File: config.mk
export PLATFORM = sky130hd
export DESIGN_NAME = nvio3_shift_pipe
export DESIGN_NICKNAME = d
export VERILOG_FILES = /design/src/rtl/nvio3_shift_pipe.sv
export SDC_FILE = /design/constraint.sdc
export NUM_CORES = 1
export LEC_CHECK = 0
export BUFFER_PORTS_ARGS = -buffer_cell sky130_fd_sc_hd__buf_2
export CORE_ASPECT_RATIO = 1.2
export CORE_MARGIN = 1
export CORE_UTILIZATION = 40
export DETAILED_ROUTE_END_ITERATION = 8
export GPL_ROUTABILITY_DRIVEN = 1
export HOLD_SLACK_MARGIN = 0.1
export PLACE_DENSITY = 0.6
export SETUP_SLACK_MARGIN = 0.4
export SYNTH_ARGS = -nofsm -noshare
export SYNTH_HDL_FRONTEND = slang
export SYNTH_SLANG_ARGS = --single-unit
File: constraint.sdc
create_clock -name clk_i -period 1.69 [get_ports clk_i]
set_clock_uncertainty 0.05 [all_clocks]
set_input_delay 0.169 -clock clk_i [delete_from_list [all_inputs] [get_ports clk_i]]
set_output_delay 0.169 -clock clk_i [all_outputs]
set_load 0.05 [all_outputs]
File: src/rtl/nvio3_shift_pipe.sv
// nvio3_shift_pipe: pipelined shift/rotate unit for the nvio3 integer ALU path.
// The shift amount is split into STAGES bit groups; each stage applies its own
// group to the partial result and registers it together with the op, original
// sign, running overflow and tag. An elastic valid/ready chain lets downstream
// back-pressure stall the pipe without dropping or duplicating operations.
module nvio3_shift_pipe #(
    parameter int WID         = 64,
    parameter int STAGES      = 2,
    parameter int TAGW        = 6,
    parameter int ROTATE_INSN = 1
) (
    input  logic                  clk_i,
    input  logic                  rst_ni,
    input  logic                  valid_i,
    output logic                  ready_o,
    input  logic [2:0]            op_i,
    input  logic [WID-1:0]        a_i,
    input  logic [$clog2(WID):0]  b_i,
    input  logic [TAGW-1:0]       tag_i,
    output logic                  valid_o,
    input  logic                  ready_i,
    output logic [WID-1:0]        res_o,
    output logic                  ov_o,
    output logic [TAGW-1:0]       tag_o
);

    localparam int SW = $clog2(WID);

    localparam logic [2:0] OP_SHL = 3'd0;
    localparam logic [2:0] OP_ASL = 3'd1;
    localparam logic [2:0] OP_SHR = 3'd2;
    localparam logic [2:0] OP_ASR = 3'd3;
    localparam logic [2:0] OP_ROL = 3'd4;
    localparam logic [2:0] OP_ROR = 3'd5;

    localparam logic [WID-1:0] ROT_OFF  = {(WID/16){16'hDEAD}};
    localparam logic [WID-1:0] MSB_MASK = {1'b1, {(WID-1){1'b0}}};

    // Amount bits handled by stage k: [k*SW/STAGES, (k+1)*SW/STAGES).
    function automatic logic [SW-1:0] grp_mask(input int k);
        int lo;
        int hi;
        lo = (k * SW) / STAGES;
        hi = ((k + 1) * SW) / STAGES;
        return SW'((32'd1 << hi) - (32'd1 << lo));
    endfunction

    // One partial shift by g. For left shifts, the top g+1 bits of the partial
    // value must all match the original sign, otherwise significant bits are
    // lost; accumulated across stages this covers a[WID-1 -: s+1].
    function automatic logic [WID:0] shift_step(
        input logic [2:0]     op,
        input logic [WID-1:0] x,
        input logic [SW-1:0]  g,
        input logic           sign,
        input logic           ov_in
    );
        logic [2*WID-1:0] dbl;
        logic [WID-1:0]   r;
        logic [WID-1:0]   m;
        logic             o;
        dbl = '0;
        r   = '0;
        o   = 1'b0;
        m   = ~({WID{1'b1}} >> g);
        m   = m | (m >> 1) | MSB_MASK;
        case (op)
            OP_SHL, OP_ASL: begin
                r = x << g;
                o = ov_in | (|((x ^ {WID{sign}}) & m));
            end
            OP_SHR: r = x >> g;
            OP_ASR: begin
                dbl = {{WID{sign}}, x} >> g;
                r   = dbl[WID-1:0];
            end
            OP_ROL: begin
                if (ROTATE_INSN != 0) begin
                    dbl = {x, x} << g;
                    r   = dbl[2*WID-1:WID];
                end else begin
                    r = ROT_OFF;
                end
            end
            OP_ROR: begin
                if (ROTATE_INSN != 0) begin
                    dbl = {x, x} >> g;
                    r   = dbl[WID-1:0];
                end else begin
                    r = ROT_OFF;
                end
            end
            default: r = '0;
        endcase
        return {o, r};
    endfunction

    // Stage registers.
    logic [STAGES-1:0] v_r;
    logic [STAGES-1:0] sign_r;
    logic [STAGES-1:0] ov_r;
    logic [WID-1:0]    res_r [STAGES];
    logic [2:0]        op_r  [STAGES];
    logic [SW-1:0]     amt_r [STAGES];
    logic [TAGW-1:0]   tag_r [STAGES];

    // Stage inputs and per-stage load enables.
    logic [STAGES-1:0] src_v_s;
    logic [STAGES-1:0] src_sign_s;
    logic [STAGES-1:0] src_ov_s;
    logic [WID-1:0]    src_x_s   [STAGES];
    logic [2:0]        src_op_s  [STAGES];
    logic [SW-1:0]     src_amt_s [STAGES];
    logic [TAGW-1:0]   src_tag_s [STAGES];
    logic [WID:0]      step_s    [STAGES];
    logic [STAGES-1:0] en_s;
    logic              unused_s;

    // Select what each stage loads: the issue port for stage 0, the previous stage otherwise.
    always_comb begin
        src_v_s      = '0;
        src_sign_s   = '0;
        src_ov_s     = '0;
        src_v_s[0]   = valid_i;
        src_sign_s[0] = a_i[WID-1];
        src_ov_s[0]  = 1'b0;
        src_x_s[0]   = a_i;
        src_op_s[0]  = op_i;
        src_amt_s[0] = b_i[SW-1:0];
        src_tag_s[0] = tag_i;
        for (int k = 1; k < STAGES; k++) begin
            src_v_s[k]    = v_r[k-1];
            src_sign_s[k] = sign_r[k-1];
            src_ov_s[k]   = ov_r[k-1];
            src_x_s[k]    = res_r[k-1];
            src_op_s[k]   = op_r[k-1];
            src_amt_s[k]  = amt_r[k-1];
            src_tag_s[k]  = tag_r[k-1];
        end
    end

    // Apply each stage's group of amount bits to its incoming partial result.
    always_comb begin
        for (int k = 0; k < STAGES; k++) begin
            step_s[k] = shift_step(src_op_s[k], src_x_s[k],
                                   src_amt_s[k] & grp_mask(k),
                                   src_sign_s[k], src_ov_s[k]);
        end
    end

    // Stage k may load when it is empty or when everything after it can move.
    always_comb begin : p_enable
        logic d;
        d    = ready_i;
        en_s = '0;
        for (int k = STAGES - 1; k >= 0; k--) begin
            d       = ~v_r[k] | d;
            en_s[k] = d;
        end
    end

    // Pipeline registers; payload only loads for a valid slot so bubbles leave it untouched.
    always_ff @(posedge clk_i or negedge rst_ni) begin
        if (!rst_ni) begin
            v_r    <= '0;
            sign_r <= '0;
            ov_r   <= '0;
            for (int k = 0; k < STAGES; k++) begin
                res_r[k] <= '0;
                op_r[k]  <= '0;
                amt_r[k] <= '0;
                tag_r[k] <= '0;
            end
        end else begin
            for (int k = 0; k < STAGES; k++) begin
                if (en_s[k]) begin
                    v_r[k] <= src_v_s[k];
                    if (src_v_s[k]) begin
                        res_r[k]  <= step_s[k][WID-1:0];
                        ov_r[k]   <= step_s[k][WID];
                        sign_r[k] <= src_sign_s[k];
                        op_r[k]   <= src_op_s[k];
                        amt_r[k]  <= src_amt_s[k];
                        tag_r[k]  <= src_tag_s[k];
                    end
                end
            end
        end
    end

    assign ready_o  = en_s[0];
    assign valid_o  = v_r[STAGES-1];
    assign res_o    = res_r[STAGES-1];
    assign ov_o     = ov_r[STAGES-1];
    assign tag_o    = tag_r[STAGES-1];

    // The amount MSB is ignored (shift is modulo WID); last-stage side fields have no consumer.
    assign unused_s = ^{b_i[SW], sign_r[STAGES-1], op_r[STAGES-1], amt_r[STAGES-1]};

endmodule

==> metrics.yaml <==
p_leak_uw: 0.0114
ant_nets: 0
ys_ff_latch: 151
synth_top_cell_area_share_pct: 21.9
rsz0062_at_grt: "yes"
yosys-top-cells-count: "157 x nand2_1, 153 x mux2i_1, 151 x dfrtp_1, 144 x nor2_1, 126 x mux4_2"
synth_edf_count: 0
synth_ff_type: "dfrtp_1"
fp.dieH_um: 229
grt_pass1_vias: 19200
hold_depth: 3
grt_max_degree: 45
clockPowerShare_pct: 15.4
cts_tree: "yes"
clock.fmax_mhz: 460
grt.met1_usage_pct: 45.6
cts_buffers: 17
place_congestion: 1.04
fp.dieW_um: 192
p_sw_uw: 11700
drc: 0
drt-initial-drc-count: 1990
switching_share_pct: 44.7
num_vias: 19900
holdBufCountCts: 11
seq_power_share_pct: 20.9
drive_above_1_share_pct: 54.5
crit_chain: "buf_12, buf_4, buf_16, buf_8, a211oi_4, a211oi_2, buf_4, nand3b_1, a32o_1"
power_frac_comb_pct: 63.7
ctsHtreeMaxLevel: 4
crit_arrival_ns: 2.48
fin_crit_ns: 2.17
start_util_pct: 40.9
met3_usage_pct: 5.76
intPower_uw: 14500
synthTopCellsByArea: "dfrtp_1 22%, mux4_2 16%, mux2i_1 8.9%, buf_4 3.7%, mux2_2 3.5%"
gr-total-overflow: 0
wirelength_mm: 83.5
ys.warnings.count: 0
clockBufferDepth: 2
drv_cap: 0
num_rows: 82
diodes: 0
dieArea_mm2: 0.0440
synth.most_common_cell: "nand2_1"
fillers: 3360
synth.distinct_cells: 80
worst_pin_slew_ns: 0.720
synth_top_cell_by_area: "dfrtp_1"
cp-end-kind: "flop"
worstSetupPathType: "flop to flop"
first_pass_iters: 6
violations: "setup timing"
period_share_pct: 129
syn_to_final_growth_pct: 57.0
fin_total_pwr_uw: 26200
dp_hpwl_mm: 58.5
async_flop_share_pct: 100
cp.required_ns: 1.99
fin_setup_tns_ns: -22.87
utilization_pct: 64.2
vias_per_cell: 6.66
wl_per_cell_um: 28.0
grt_util_all_layers_pct: 37.0
place.port_buffers: 155
reg2regPathDepth: 9
busiest_layer: "met2"
coreArea_mm2: 0.0422
setup_viol: 74
synth_fp_nets: 1949
crit_fanout: 10
clkTransAtPathRegs_ns: 0.07
syn_avg_cell_area_um2: 9.25
powerDensity_mw_per_mm2: 967
clockRootBuffer: "clkbuf_16"
grt_util_met2_pct: 60.3
status: "finished, violations left"
finalHoldViolCount: 0
antenna_found_initial: 0
cp_common_cell: "buf_4"
place_ws_ns: -0.685
io_pins: 157
yosysSeqAreaShare_pct: 21.9
slowest_delay_ns: 0.53
synth_cells: 1865
num-nets-final: 2510
slowest_stage: "dfrtp_4"
slew_violations: 0
grt_first_pass_wirelength_mm: 122
clk-insertion-delay-late_ns: 0.47
max_slew_margin_pct: 52.0
setup_slack_ns: -0.482
syn_area_mm2: 0.0172
startpoint_type: "flop"
cts_num_sinks: 151
peakVddDrop_mv: 0.830
hold_class: "primary input to flop"
sequential cells by signal, indices dropped and copies added (netlist names):
signal / count
sign_r: 1
tag_o: 6
ov_r: 2
src_tag_s: 6
op_r: 3
amt_r: 3
res_o: 64
v_r: 2
res_r: 64
final timing paths:
kind                       slack, ns  startpoint         to
min reg2reg                     0.43   res_o[62]  res_o[62]
min                             0.03     ready_i     v_r[1]
max reg2reg                    -0.48    amt_r[9]   res_o[0]
max                            -0.48    amt_r[9]   res_o[0]
min in group asynchronous       0.17      rst_ni  res_o[44]
max in group asynchronous       0.83      rst_ni   tag_o[4]
stage by stage:
stage                     hold slack (ns)  cells  instance area (um^2)
after floorplan                    -0.177   1865                 17800
after global placement             0.0911   2793                 22200
after detailed placement           0.0863   2793                 22200
after CTS                          0.0540   2922                 25300
after global routing               0.0254   2985                 27100
final                              0.0316   2985                 27100
logic make-up after synthesis:
kind of cell              Yosys count  synth area share (%)
AOI/OAI and AO/OA                 578                  24.7
xor gates and xnor gates            2                 0.102
buffers and inverters             302                  10.2
DFF                               151                  21.9
muxes                             336                  29.2
and+or+nand+nor                   496                  13.8
repair_timing:
action	CTS	global route
setup buffers	60	58
cloned	26	5
endpoints found under the hold margin	162	1
pin swaps	110	92
setup endpoints to repair	222	223
resized for setup	301	372
power groups by stage:
stage               logic (uW)  registers [uW]  clock network, uW
CTS                      14800            5320               4100
floorplan                 8260            5010                  0
global placement         12900            5390                  0
global route             17300            5490               4240
finish                   16700            5470               4050
detailed placement       13000            5410                  0
worst max-delay path: cells and delay by family (launching register included):
kind	cells	cell delay, ns
compound gates	3	0.56
buf+inv	5	0.76
flops	1	0.53
simple gates	1	0.15
layer usage:
layer | vias to the layer above | share of wire, %
met3 | 333 | 8.0
met5 | - | 0
met4 | 0 | 7.0
met1 | 9848 | 37
met2 | 1254 | 48
li1 | 8459 | -
placed cells by master, fill, tap and decap left out, types with 23 or more instances in the layout:
master      n
a22o_1     47
mux2_4     31
buf_6     117
mux2_2     23
o211ai_1   37
buf_2      78
o21ai_0    26
mux2i_4    27
mux4_2    126
mux2i_1   107
nand3_1    24
nor2_1    130
buf_16     29
o32ai_1    40
o21ai_1    34
buf_12     79
a221o_1    33
a21oi_1    76
dfrtp_1   138
a21oi_2    25
buf_4     493
nand2_1   135
layout make-up:
type	count	area [um^2]	area share [%]
sequential	151	3800	14.0
clock buffer	18	429	1.58
multi-input combinational	1415	13700	50.5
tap	546	683	2.52
inverter	10	41.3	0.152
clock inverter	14	163	0.601
timing repair buffer	831	8290	30.6
(Power assumes the default switching activity.)
